===== config.mk =====
export PLATFORM = sky130hd
export DESIGN_NAME = apb_slave_regs
export DESIGN_NICKNAME = d
export VERILOG_FILES = /design/src/rtl/apb_slave_regs_pkg.sv /design/src/rtl/apb_slave_regs_decode.sv /design/src/rtl/apb_slave_regs.sv
export SDC_FILE = /design/constraint.sdc
export NUM_CORES = 1
export LEC_CHECK = 0
export BUFFER_PORTS_ARGS = -buffer_cell sky130_fd_sc_hd__buf_4
export CAP_MARGIN = 20
export CORE_MARGIN = 8
export CORE_UTILIZATION = 50
export CTS_CLUSTER_DIAMETER = 80
export DETAILED_ROUTE_END_ITERATION = 16
export GPL_TIMING_DRIVEN = 0
export PLACE_DENSITY = 0.8
export SLEW_MARGIN = 20
export SYNTH_ARGS = -nofsm -noshare
export SYNTH_HDL_FRONTEND = slang
export SYNTH_SLANG_ARGS = --single-unit

===== constraint.sdc =====
create_clock -name clk_apbs -period 3.15 [get_ports clk_apbs]
set_clock_uncertainty 0.1 [all_clocks]
set_input_delay 0.315 -clock clk_apbs [delete_from_list [all_inputs] [get_ports clk_apbs]]
set_output_delay 0.315 -clock clk_apbs [all_outputs]
set_load 0.005 [all_outputs]

===== src/rtl/apb_slave_regs_pkg.sv =====
// Shared types and constants for the apb_slave_regs register bank.
// Optional error signalling is enabled by defining APB_SLAVE_REGS_ERR_EN.
package apb_slave_regs_pkg;

  typedef enum logic {
    IDLE   = 1'b0,
    ACCESS = 1'b1
  } state_t;

  localparam int unsigned IDX_ID     = 0;
  localparam int unsigned IDX_STATUS = 1;
  localparam int unsigned IDX_RW0    = 2;

  localparam logic [31:0] ID_VALUE_DEFAULT = 32'hA9B0_0001;

endpackage


===== src/rtl/apb_slave_regs_decode.sv =====
// Combinational APB byte-address to register-index decode.
module apb_slave_regs_decode
  import apb_slave_regs_pkg::*;
#(
  parameter logic [31:0] BASE_ADDR = 32'h0000_1000,
  parameter int unsigned NUM_REGS  = 8
) (
  input  logic [31:0] s_paddr,
  output logic [3:0]  idx,
  output logic        in_range,
  output logic        misaligned,
  output logic        read_only
);

  // Word offset wraps for addresses below the base, so they land out of range.
  logic [29:0] word_off;

  assign word_off   = s_paddr[31:2] - BASE_ADDR[31:2];
  assign idx        = word_off[3:0];
  assign in_range   = (word_off < 30'(NUM_REGS));
  assign misaligned = |s_paddr[1:0];
  assign read_only  = in_range && (idx < 4'(IDX_RW0));

endmodule


===== src/rtl/apb_slave_regs.sv =====
// APB completer with ID/STATUS/RW register bank and programmable wait states.
// Define APB_SLAVE_REGS_ERR_EN to report decode errors on s_pslverr.
module apb_slave_regs
  import apb_slave_regs_pkg::*;
#(
  parameter logic [31:0] BASE_ADDR   = 32'h0000_1000,
  parameter int unsigned NUM_REGS    = 8,
  parameter int unsigned WAIT_CYCLES = 0,
  parameter logic [31:0] ID_VALUE    = ID_VALUE_DEFAULT
) (
  input  logic                   clk_apbs,
  input  logic                   rst_apbs,
  input  logic                   s_psel,
  input  logic                   s_penable,
  input  logic                   s_pwrite,
  input  logic [31:0]            s_paddr,
  input  logic [31:0]            s_pwdata,
  input  logic [2:0]             s_pprot,
  input  logic [3:0]             s_pstrb,
  input  logic [31:0]            hw_status,
  output logic [31:0]            s_prdata,
  output logic                   s_pready,
  output logic                   s_pslverr,
  output logic [NUM_REGS*32-1:0] reg_q
);

  state_t      state_q, state_d;
  logic [3:0]  cnt_q, cnt_d;
  logic [3:0]  idx;
  logic        in_range, misaligned, read_only;
  logic        err_any, wr_en;
  logic [31:0] rd_word;
  logic [31:0] regs [NUM_REGS];
  logic        unused_pprot;

  assign unused_pprot = ^s_pprot;

  apb_slave_regs_decode #(
    .BASE_ADDR (BASE_ADDR),
    .NUM_REGS  (NUM_REGS)
  ) u_decode (
    .s_paddr    (s_paddr),
    .idx        (idx),
    .in_range   (in_range),
    .misaligned (misaligned),
    .read_only  (read_only)
  );

  always_ff @(posedge clk_apbs) begin
    if (rst_apbs) begin
      state_q <= IDLE;
      cnt_q   <= '0;
    end else begin
      state_q <= state_d;
      cnt_q   <= cnt_d;
    end
  end

  always_comb begin
    state_d = state_q;
    cnt_d   = cnt_q;
    unique case (state_q)
      IDLE: begin
        if (s_psel && !s_penable) begin
          state_d = ACCESS;
          cnt_d   = 4'(WAIT_CYCLES);
        end
      end
      ACCESS: begin
        if (!s_psel) begin
          state_d = IDLE;
          cnt_d   = '0;
        end else if (cnt_q != '0) begin
          cnt_d = cnt_q - 4'd1;
        end else begin
          state_d = IDLE;
        end
      end
      default: begin
        state_d = IDLE;
        cnt_d   = '0;
      end
    endcase
  end

  assign s_pready = (state_q == ACCESS) && (cnt_q == '0);
  assign err_any  = !in_range || misaligned || (s_pwrite && read_only);
  assign wr_en    = s_pready && s_psel && s_pwrite && !err_any;

`ifdef APB_SLAVE_REGS_ERR_EN
  assign s_pslverr = s_pready && err_any;
`else
  assign s_pslverr = 1'b0;
`endif

  assign regs[IDX_ID]     = ID_VALUE;
  assign regs[IDX_STATUS] = hw_status;

  for (genvar g = IDX_RW0; g < NUM_REGS; g++) begin : g_rw
    logic [31:0] rw_q;

    always_ff @(posedge clk_apbs) begin
      if (rst_apbs) begin
        rw_q <= '0;
      end else if (wr_en && (idx == 4'(g))) begin
        for (int unsigned b = 0; b < 4; b++) begin
          if (s_pstrb[b]) rw_q[8*b +: 8] <= s_pwdata[8*b +: 8];
        end
      end
    end

    assign regs[g] = rw_q;
  end

  for (genvar g = 0; g < NUM_REGS; g++) begin : g_flat
    assign reg_q[g*32 +: 32] = regs[g];
  end

  // Index compare per entry keeps the mux free of out-of-bounds selects.
  always_comb begin
    rd_word = '0;
    for (int unsigned i = 0; i < NUM_REGS; i++) begin
      if (idx == 4'(i)) rd_word = regs[i];
    end
  end

  assign s_prdata = (s_pready && !s_pwrite && !err_any) ? rd_word : '0;

endmodule


# Word level (Yosys, flattened, before mapping)
# Cells that the tools add are included.
# word_totals
register_bits	197
latchBits	0
ramBits	0
rom_bits	0
elab_cells	107
n_memories	0
# classes
add_sub_neg	2
n_mul	0
n_div	0
n_lt_le_gt_ge	2
n_eq_ne	9
n_shift	0
mux	17
bitwise	1
n_reduce_logical	50
# op_table
cell	count
32-bit two-way mux	9
2-bit AND reduction	25
30-bit by 4-bit less-than comparator with 1-bit output (second input constant)	1
30-bit by 11-bit subtractor with 30-bit output (second input constant)	1
4-bit by 3-bit equality test with 1-bit output (second input constant)	4
1-bit logical AND	15
4-bit two-way mux	3
4-bit by 2-bit equality test with 1-bit output (second input constant)	2
4-bit logical NOT	2
4-bit one-hot mux with 2 select lines	1
4-bit by 1-bit equality test with 1-bit output (second input constant)	1
1-bit logical NOT	4
4-bit by 2-bit less-than comparator with 1-bit output (second input constant)	1
4-bit nonzero test	1
4-bit by 1-bit subtractor with 4-bit output (second input constant)	1
1-bit two-way mux	3
3-bit by 2-bit inequality test with 1-bit output (second input constant)	1
1-bit logical OR	2
2-bit inequality test (second input constant)	1
1-bit one-hot mux with 2 select lines	1
2-bit OR reduction	1
1-bit inverter	1

# Logic depth before layout (Yosys ltp)
# Gate-level depths: netlist of run 1.
# logic_depth
word_depth	11
ltp_mapped	8
depth_no_buf	8

# Cells and area by module
# A second synthesis of run 1 with hierarchy kept.
# unflattened
cells_unflattened	1081
area_unflattened_um2	10047.1
# modules_own_cells
mod	instances	cells_each	area_each_um2	seq_area_each_um2
apb_slave_regs	1	1060	9899.5	3943.8
apb_slave_regs_decode	1	21	147.6	0.0

# Worst setup path after synthesis of run 1
# Ideal clock, no wire load.
# synth_path
kind	input port to flip-flop
from	input port s_paddr[21]
to	register g_rw[2].rw_q[0]
setup_ns	0.124
arrival_ns	2.222
required_time_ns	2.926
path_slack_ns	0.704
path_stages	6
cell_sequence	or4_4 -> or4_4 -> nor3_4 -> buf_6 -> nand4_4 -> mux2i_1
# synth_between
elab_chain_cells	9
elab_cells_between_ends	11
classes_between	add/sub (1); order compare (1); reduce/logical (9)
# synth_rtl
element	line	source
start: declaration	apb_slave_regs.sv:16	input logic [31:0] s_paddr,
30-bit by 11-bit subtractor with 30-bit output *	apb_slave_regs_decode.sv:18	assign word_off = s_paddr[31:2] - BASE_ADDR[31:2];
30-bit by 4-bit less-than comparator with 1-bit output *	apb_slave_regs_decode.sv:20	assign in_range = (word_off < 30'(NUM_REGS));
1-bit logical NOT / 1-bit logical AND (equally long branches)	apb_slave_regs.sv:87, apb_slave_regs_decode.sv:22	
1-bit logical OR / 1-bit logical AND (equally long branches)	apb_slave_regs.sv:87	assign err_any = !in_range || misaligned || (s_pwrite && read_only);
1-bit logical OR *	apb_slave_regs.sv:87	
1-bit logical NOT *	apb_slave_regs.sv:88	assign wr_en = s_pready && s_psel && s_pwrite && !err_any;
1-bit logical AND *	apb_slave_regs.sv:88	
1-bit logical AND *	apb_slave_regs.sv:105	end else if (wr_en && (idx == 4'(g))) begin
2-bit AND reduction (no line) *	n/a	
end signal: indexed assignment	apb_slave_regs.sv:107	if (s_pstrb[b]) rw_q[8*b +: 8] <= s_pwdata[8*b +: 8];
end: declaration	apb_slave_regs.sv:100	logic [31:0] rw_q;
# Every way passes the cells marked *; elsewhere a longest branch is shown, timed or not.
# A chain may end at the register's enable or synchronous reset.

# Worst setup path after layout of run 1
# layout_path
from	input port s_paddr[3]
to	output port s_prdata[25]
# layout_between
elab_chain_cells	10
elab_cells_between_ends	25
classes_between	add/sub (1); order compare (2); eq/ne (7); mux (8); reduce/logical (7)
# layout_rtl
element	line	source
30-bit by 11-bit subtractor with 30-bit output *	apb_slave_regs_decode.sv:18	
branches (longest 8 deep; another with 30-bit by 4-bit less-than comparator with 1-bit output)	n/a	
32-bit two-way mux *	apb_slave_regs.sv:127	assign s_prdata = (s_pready && !s_pwrite && !err_any) ? rd_word : '0;
end: declaration	apb_slave_regs.sv:21	output logic [31:0] s_prdata,
# Mark *: on every way between the ends.

==> results of run 1 <==
## cell families (layout without fill, tap and decap cells)
logic type | after synthesis | after routing | share of synthesized area [%]
and+or+nand+nor | 368 | 368 | 22.76
muxes | 253 | 253 | 24.53
DFF | 197 | 197 | 36.59
buffers and inverters | 141 | 530 | 7.441
AOI/OAI and AO/OA | 136 | 136 | 8.218
adders and majority gates | 2 | 2 | 0.2321
other | 2 | 34 | 0.06967
xor gates and xnor gates | 2 | 2 | 0.1625
## cells in the mapped netlist, drive strengths merged, types with 3 or more instances
cell type  number
buf            79
and4            3
nor2           64
inv             6
mux2           49
nor3            5
or3             3
nor4            7
nor4b           4
o221ai         22
nor2b           7
clkbuf         56
a21oi          17
nand4          22
o221a           3
nand3           7
o21ai          56
o22ai           6
dfxtp         197
nand2          12
mux2i         200
mux4            4
a22oi          24
nand2b        227
## routing by layer
layer	global-route usage, %	up-vias	share of wire, %
li1	-	4588	-
met1	36.47	4804	39
met2	51.09	556	47
met3	8.974	116	9.5
met4	15.39	2	4.5
met5	0	-	0.030
## path summary, 6_finish.rpt
| path | from | end | depth (start not counted) |
|---|---|---|---|
| worst min register to register | g_rw[6].rw_q[10] | g_rw[6].rw_q[10] | 2 |
| worst min-delay path | s_penable | state_q | 3 |
| worst max register to register | cnt_q[0] | g_rw[3].rw_q[6] | 8 |
| worst max-delay path | s_paddr[3] | s_prdata[25] | 10 |
## sequential cells by signal, summed over array words and instances, names as in the netlist
register	flops
cnt_q	4
state_q	1
g_rw.rw_q	192
## worst min-delay path, stage by stage
cell and delay [ns]:
buf_4 0.09, nor2b_1 0.15, nor4b_1 0.07
## area by class of cell
cell class / count / area share [%]
clock inverters: 13 / 0.9644
diodes: 1 / 0.01722
multi-input cells: 794 / 42.32
repair buffers: 358 / 18.49
clock buffers: 18 / 3.022
well taps: 275 / 2.368
flip-flops and latches: 197 / 27.14
inverters: 6 / 0.1550
plain buffers: 135 / 5.519
## power by group through the flow
stage,Combinational (mW),Clock [mW],Sequential (mW)
4_1_cts,0.610,2.20,2.49
3_3_place_gp,0.600,0,2.55
6_report,0.621,2.19,2.49
3_5_place_dp,0.607,0,2.55
2_1_floorplan,0.319,0,2.55
5_1_grt,0.655,2.30,2.49
## what timing repair did
item                       CTS  global route
resized for setup            7            15
hold buffers                 0             0
setup endpoints to repair   10            21
pin swaps                    0             0
cloned                       0             0
==> run metrics, run 1 <==
core area=21090 um2; Ports=between 300 and 400; DR vias/cell=5.602; pre-CTS setup slack=-0.2754 ns; Clk pwr share=41.3%; Worst-Skew Late Latency=0.43 ns; Worst Path Arrival=2.61 ns; total grt overflow=0; routed length per instance=23.89 um; Peak Freq=about 330 MHz; total number of vias=approximately 10000; Min Hold Slack=approximately 0.13 ns; synth warn=0; drt drc=0; VDD IR max=0.3561 mV; worst-path fanout max=10; reg2reg setup slack=0.42 ns; Synth async-reset ratio=0%; area leader, netlist=dfxtp_1; Starting Density=51.12%; Design Power=5.301 mW; gr usage total=31.06%; Clock Pin Slew Worst Setup and Hold Paths=~0.07 ns; Syn Inst Count=approximately 1100; Seq/Total Area, Yosys=a little over a third; Clock Path Buffers=2; Final Cycle Share=96.04%; count of final hold-check violations=0; Pre-Repair DR Iteration Count=7; Final setup viols=0; Netlist cell types=46; pin count of the biggest net entering global routing=19; post-CTS setup buffer count=0; CTS tree=built; # port buffers=~360; Synth area leaders=dfxtp_1 (37%), mux2i_1 (19%), nand2b_1 (13%), mux2_2 (5.1%), buf_4 (4.6%); Sink Count=slightly below 200; Net Sw Frac=a little over a quarter; min-delay worst type=in2reg; post-DP HPWL=32180 um; placed insts=1765; final core occ=68.91%; final instance area=approximately 15000 um2; Pleak=7.056 nW; most frequent cells in the layout=buf_4 (424), nand2b_1 (227), mux2i_1 (200); Slew headroom=34.16%; Worst Setup End Kind=primary output; power per cell area=364.8 nW/um2; Finished Layout Cells=between 1500 and 2000; Seq cells post-synth=197; # fillers=approximately 1700; drt initial violations=773; power share of the combinational group=11.7%; RD Place Congestion=0.8973; Synth top area share=36.59%; commonest non-fill, non-tap cell in the layout=buf_4; vias in the first global route=10375; Flop pwr share=47.0%; layout cells sized above 1=36.82%; prevailing post-synth register cell=dfxtp_1; Die Y-Extent=approximately 160 um; P_sw=1.387 mW; CP max stage delay=0.44 ns; CP max-delay cell=clkbuf_2; Period minus WS final=3.025 ns; Netlist Area Pre-Place=10780 um2; Syn Area/Cell=approximately 9.8 um2; Worst setup SP type=input port; RSZ-0062 raised after global routing=false; Post-synth EDFFs=0; clock root cell=clkbuf_16; Worst path top cell family by delay=buffers and inverters; initial antenna violation count=1; CP Buf/Inv Count=5; max-cap violation count=0; H-Tree Depth=4; CP Cell Sequence=buf_4 -> clkbuf_1 -> nand2b_1 -> clkbuf_1 -> clkbuf_2 -> o221ai_1 -> o21ai_0 -> o21ai_0 -> nor2_1 -> buf_4; register area=3944 um2; Required @ worst endpoint=around 2.7 ns; PnR worst setup slack=0.1248 ns; P_int=between 3 and 4 mW; footprint of the multi-input gates=just over 6000 um2; Die Wd=162.8 um; ANT nets after route=0; Post-DP Area=roughly 14000 um2; post-synthesis to final-layout area growth=34.81%; routed wire length=42930 um; first-pass GRT wire length=62770 um; Setup TNS=0 ns; Worst-Margin Slew=0.9840 ns; kind of critical path=in2out; Slew Limit Fails=0; # rows=53; die area=26510 um2; cts bufs inserted=17; outcome=complete, no violations; # nets final=1619
No activity file was read; power rests on OpenSTA's default activity.
==> run 2: changes to the inputs <==
--- a/config.mk
+++ b/config.mk
@@ -7,12 +7,13 @@
 export LEC_CHECK = 0
 export BUFFER_PORTS_ARGS = -buffer_cell sky130_fd_sc_hd__buf_4
 export CAP_MARGIN = 20
-export CORE_MARGIN = 8
-export CORE_UTILIZATION = 50
+export CORE_AREA = 2 2 155 157
 export CTS_CLUSTER_DIAMETER = 80
 export DETAILED_ROUTE_END_ITERATION = 16
+export DIE_AREA = 0 0 157 159
 export GPL_TIMING_DRIVEN = 0
-export PLACE_DENSITY = 0.8
+export HOLD_SLACK_MARGIN = 0.15
+export PLACE_DENSITY = 0.75
 export SLEW_MARGIN = 20
 export SYNTH_ARGS = -nofsm -noshare
 export SYNTH_HDL_FRONTEND = slang
==> constraint.sdc (replaced) <==
create_clock -name clk_apbs -period 3.6 [get_ports clk_apbs]
set_clock_uncertainty 0.1 [all_clocks]
set_input_delay 0.36 -clock clk_apbs [delete_from_list [all_inputs] [get_ports clk_apbs]]
set_output_delay 0.36 -clock clk_apbs [all_outputs]
set_load 0.005 [all_outputs]
==> run 2 against run 1 <==
Against the previous run:
- die area down 5.8%
- first-iteration DRC count down 22%
- global-route usage rose by 1.0 points
- final area is essentially flat
- utilization fell by 6.2 points
- worst hold slack better by 0.088 ns
- count of clock-buffer cells in the layout fell by 1
- power fell by 14%
- clock power decreased by 16%
- wire length down 3.2%
- largest cell class unchanged
- highest routed layer is now met4
==> run metrics, run 2 (same netlist as run 1, synthesis figures left out) <==
max-cap violation count=0; # nets final=1620; Clk pwr share=40.1%; Worst Path Arrival=2.96 ns; Starting Density=46.48%; # rows=56; die area=24960 um2; Die Y-Extent=159 um; Flop pwr share=47.9%; total grt overflow=0; vias in the first global route=just under 10000; Peak Freq=292.1 MHz; register area=3944 um2; first-pass GRT wire length=60110 um; total number of vias=approximately 10000; Required @ worst endpoint=approximately 3.1 ns; Net Sw Frac=26.75%; worst r2r path cells=8; Worst Setup End Kind=primary output; worst-path fanout max=10; post-DP HPWL=30600 um; CTS tree=built; Slew Limit Fails=0; commonest non-fill, non-tap cell in the layout=buf_4; H-Tree Depth=4; Period minus WS final=3.423 ns; Top reg by flops=g_rw.rw_q; min-delay worst type=in2reg; power share of the combinational group=12.0%; Final Cycle Share=95.08%; final core occ=62.71%; drt drc=0; routed length per instance=roughly 23 um; pin count of the biggest net entering global routing=19; Final setup viols=0; outcome=complete, no violations; P_int=between 3 and 4 mW; Design Power=4.551 mW; hold path cells=3; Ports=398; Pleak=7.012 nW; Worst setup SP type=input port; power per cell area=312.9 nW/um2; routed wire length=41580 um; # port buffers=358; drt initial violations=605; PnR worst setup slack=approximately 0.18 ns; Pre-Repair DR Iteration Count=5; most frequent cells in the layout=buf_4 (424), nand2b_1 (227), mux2i_1 (200); initial antenna violation count=2; core area=23190 um2; RD Place Congestion=0.9274; RSZ-0062 raised after global routing=false; count of final hold-check violations=0; post-CTS setup buffer count=0; P_sw=approximately 1.2 mW; Die Wd=157 um; Sink Count=197; footprint of the multi-input gates=6150 um2; VDD IR max=0.2891 mV; Regs by FF count=g_rw.rw_q (192), cnt_q (4), state_q (1); DR vias/cell=5.422; cts bufs inserted=17; Setup TNS=0 ns; clock root cell=clkbuf_16; Worst-Margin Slew=1.094 ns; gr usage total=32.08%; ANT nets after route=0; Clock Pin Slew Worst Setup and Hold Paths=around 0.070 ns; post-synthesis to final-layout area growth=34.92%; Clock Path Buffers=2; pre-CTS setup slack=around 0.11 ns; kind of critical path=in2out; layout cells sized above 1=between 30% and 40%; # fillers=2052; Slew headroom=26.80%; Worst-Skew Late Latency=0.43 ns; max FFs per register=192
run 2: path summary, 6_finish.rpt:
kind / startpoint / end / slack (ns)
setup / recovery: s_paddr[3] / s_prdata[13] / 0.18
hold / removal: s_pwdata[31] / g_rw[6].rw_q[31] / 0.22
setup reg to reg: cnt_q[0] / g_rw[4].rw_q[20] / 0.90
hold reg to reg: g_rw[7].rw_q[8] / g_rw[7].rw_q[8] / 0.39
run 2: through the flow:
stage	cell area (um2)	std cells	hold slack, ns
after floorplan	10900	1132	0.3534
after global placement	13980	1809	0.3709
after detailed placement	13980	1809	0.3802
after CTS	14540	1840	0.2141
after global routing	14540	1841	0.2400
final	14540	1842	0.2192
run 2: power by group through the flow:
stage / clock network [mW] / registers, mW / logic [mW]
floorplan: 0 / 2.23 / 0.279
global placement: 0 / 2.23 / 0.527
detailed placement: 0 / 2.23 / 0.533
CTS: 1.83 / 2.18 / 0.535
global route: 1.93 / 2.18 / 0.575
finish: 1.83 / 2.18 / 0.544
run 2: metal layers:
layer  global-route usage, %  part of all wire (%)  vias to the layer above
met2                   53.91                    48                      528
met5                       0                     0                        -
met3                   6.913                   8.4                       97
li1                        -                     -                     4600
met1                   39.50                    40                     4763
met4                   13.59                   3.8                        0
run 2: layout make-up:
type	instances	area share, %
antenna	2	0.03441
buffer	135	5.369
clock buffer	17	2.925
clock inverter	13	0.8173
inverter	6	0.1549
multi-input combinational	794	42.29
sequential	197	27.12
tap	319	2.745
timing repair buffer	359	18.55
run 2: timing repair:
action,4_1_cts,5_1_grt
hold buffers,1,0
resized for setup,0,2
setup endpoints to repair,0,5
endpoints found under the hold margin,1,0
run 2: critical path, stage by stage:
cell      delay, ns
buf_4          0.11
clkbuf_1       0.40
nand2b_1       0.17
clkbuf_1       0.40
clkbuf_1       0.73
o221ai_1       0.24
o21ai_0        0.13
o21ai_0        0.15
nor2_1         0.13
buf_4          0.13
==> run 3: changes to the inputs <==
--- a/config.mk
+++ b/config.mk
@@ -7,13 +7,13 @@
 export LEC_CHECK = 0
 export BUFFER_PORTS_ARGS = -buffer_cell sky130_fd_sc_hd__buf_4
 export CAP_MARGIN = 20
-export CORE_AREA = 2 2 155 157
+export CORE_MARGIN = 1.5
+export CORE_UTILIZATION = 45
 export CTS_CLUSTER_DIAMETER = 80
 export DETAILED_ROUTE_END_ITERATION = 16
-export DIE_AREA = 0 0 157 159
 export GPL_TIMING_DRIVEN = 0
 export HOLD_SLACK_MARGIN = 0.15
-export PLACE_DENSITY = 0.75
+export PLACE_DENSITY = 0.76
 export SLEW_MARGIN = 20
 export SYNTH_ARGS = -nofsm -noshare
 export SYNTH_HDL_FRONTEND = slang
==> constraint.sdc (replaced) <==
create_clock -name clk_apbs -period 3 [get_ports clk_apbs]
set_clock_uncertainty 0.1 [all_clocks]
set_input_delay 0.3 -clock clk_apbs [delete_from_list [all_inputs] [get_ports clk_apbs]]
set_output_delay 0.3 -clock clk_apbs [all_outputs]
set_load 0.005 [all_outputs]
==> run 3 against run 2 <==
Against the previous run:
- worst hold slack worse by 0.058 ns
- setup slack got worse by 0.055 ns
- die area down 0.29%
- power up 21%
- largest cell class unchanged
- combinational power is 21% higher
- final area increased by 0.40%
- non-clock buffer count grew 1
- via count rose by 0.48%
- clock power increased by 23%
- sequential share of layout area is 0.11 points lower
==> run metrics, run 3 (same netlist as run 1, synthesis figures left out) <==
Die Wd=157.8 um; DR vias/cell=5.445; Clock Path Buffers=2; commonest non-fill, non-tap cell in the layout=buf_4; Worst path top cell family by delay=simple AND/OR/NAND/NOR gates; most frequent cells in the layout=buf_4 (425), nand2b_1 (227), mux2i_1 (200); count of final hold-check violations=0; routed wire length=41230 um; CTS tree=built; clock root cell=clkbuf_16; # nets final=1621; kind of critical path=reg2out; H-Tree Depth=4; max FFs per register=192; placed insts=1809; Die Y-Extent=157.8 um; VDD IR max=0.3573 mV; core area=around 23000 um2; Peak Freq=347.4 MHz; pin count of the biggest net entering global routing=19; Worst Path Arrival=2.48 ns; first-pass GRT wire length=59340 um; Finished Layout Cells=1843; Ports=398; drt drc=0; vias in the first global route=9952; Period minus WS final=roughly 2.9 ns; Design Power=approximately 5.5 mW; die area=24890 um2; Worst-Margin Slew=between 0.9 and 1 ns; RSZ-0062 raised after global routing=false; Sink Count=around 200; Clock Pin Slew Worst Setup and Hold Paths=~0.07 ns; min-delay worst type=in2reg; Starting Density=45.92%; post-DP HPWL=30600 um; outcome=complete, no violations; Top reg by flops=g_rw.rw_q; Worst setup SP type=flip-flop; power per cell area=378.3 nW/um2; Worst Setup End Kind=primary output; Pleak=between 7 and 8 nW; Regs by FF count=g_rw.rw_q (192), cnt_q (4), state_q (1); # rows=56; worst-path fanout max=10; max-cap violation count=0; CP max stage delay=0.34 ns; total grt overflow=0; Slew Limit Fails=0; # port buffers=358; Slew headroom=33.17%; CP max-delay cell=dfxtp_1; ANT nets after route=0; RD Place Congestion=0.8858; drt initial violations=686; Final Cycle Share=around 96%; Required @ worst endpoint=roughly 2.6 ns; gr usage total=32.39%; Worst-Skew Late Latency=between 0.4 and 0.5 ns; Final setup viols=0; cts bufs inserted=17; initial antenna violation count=2; CP Buf/Inv Count=3; total number of vias=10036; routed length per instance=22.37 um; layout cells sized above 1=a little under two fifths; Pre-Repair DR Iteration Count=5; post-synthesis to final-layout area growth=35.45%; CP Cell Sequence=inv_1 -> ha_1 -> nand4bb_1 -> nor4_1 -> nand3b_1 -> buf_2 -> nor2_1 -> buf_4
[run 3: cell count changes in the layout (fill, tap and decap cells not counted), sizes merged]
cell | before | now
dlygate4sd3 | 1 | 2
buf | 436 | 437
clkinv | 6 | 3
clkdlybuf4s15 | 0 | 1
clkinvlp | 1 | 4
diode | 2 | 1
clkbuf | 74 | 73
[run 3: what timing repair did]
action | 4_1_cts | 5_1_grt
hold endpoints to repair | 3 | 0
resized for setup | 13 | 21
cloned | 0 | 0
setup endpoints to repair | 25 | 31
hold buffers | 2 | 0
pin swaps | 0 | 1
buffers inserted | 0 | 0
[run 3: final timing paths]
kind / cells past startpoint / start / slack (ns) / endpoint
setup reg to reg: 8 / cnt_q[0] / 0.29 / g_rw[2].rw_q[22]
hold reg to reg: 2 / g_rw[6].rw_q[10] / 0.39 / g_rw[6].rw_q[10]
setup / recovery: 8 / cnt_q[0] / 0.12 / s_prdata[24]
hold / removal: 3 / s_pwdata[15] / 0.16 / g_rw[5].rw_q[15]
[run 3: area by class of cell]
| class | instances | area (um2) |
|---|---|---|
| Buffer | 135 | 814.5 |
| Tap cell | 319 | 399.1 |
| Clock inverter | 13 | 117.6 |
| Clock buffer | 18 | 439.2 |
| Multi-Input combinational cell | 794 | 6153 |
| Timing Repair Buffer | 360 | 2708 |
| Inverter | 6 | 22.52 |
| Antenna cell | 1 | 2.502 |
| Sequential cell | 197 | 3944 |
| Fill cell | 2056 | 8872 |
[run 3: worst register-to-register path: stages, from the launching register on]
cell and delay [ns]:
dfxtp_1 0.34, inv_1 0.09, ha_1 0.15, nand4bb_1 0.21, or4_4 0.60, nor3_4 0.30, buf_6 0.29, nand4_4 0.29
mux2i_1 0.26
[run 3: metrics by stage]
stage	setup WS, ns	utilization [%]	setup TNS (ns)	cell area [um2]	hold slack (ns)
after CTS	0.04554	62.12	0	14580	0.1541
after detailed placement	-0.4193	59.57	-4.718	13980	0.3819
after floorplan	0.5689	-	0	10900	0.3534
after global routing	0.02353	62.19	0	14600	0.1661
after global placement	-0.4545	59.57	-4.225	13980	0.3644
final	0.1217	62.20	0	14600	0.1614
[run 3: per-layer routing]
metal | track usage (%) | vias to the layer above | part of all wire (%)
met2 | 54.82 | 496 | 48
met5 | 0 | - | 0
li1 | - | 4595 | -
met3 | 6.488 | 86 | 7.6
met1 | 40.05 | 4859 | 41
met4 | 13.48 | 0 | 3.7
[run 3: power breakdown]
group	total, mW	switching, mW	internal (mW)	leakage (nW)
Clock	2.25	1.14	1.11	0.264
Combinational	0.658	0.354	0.304	5.21
Sequential	2.62	0.00219	2.61	1.59
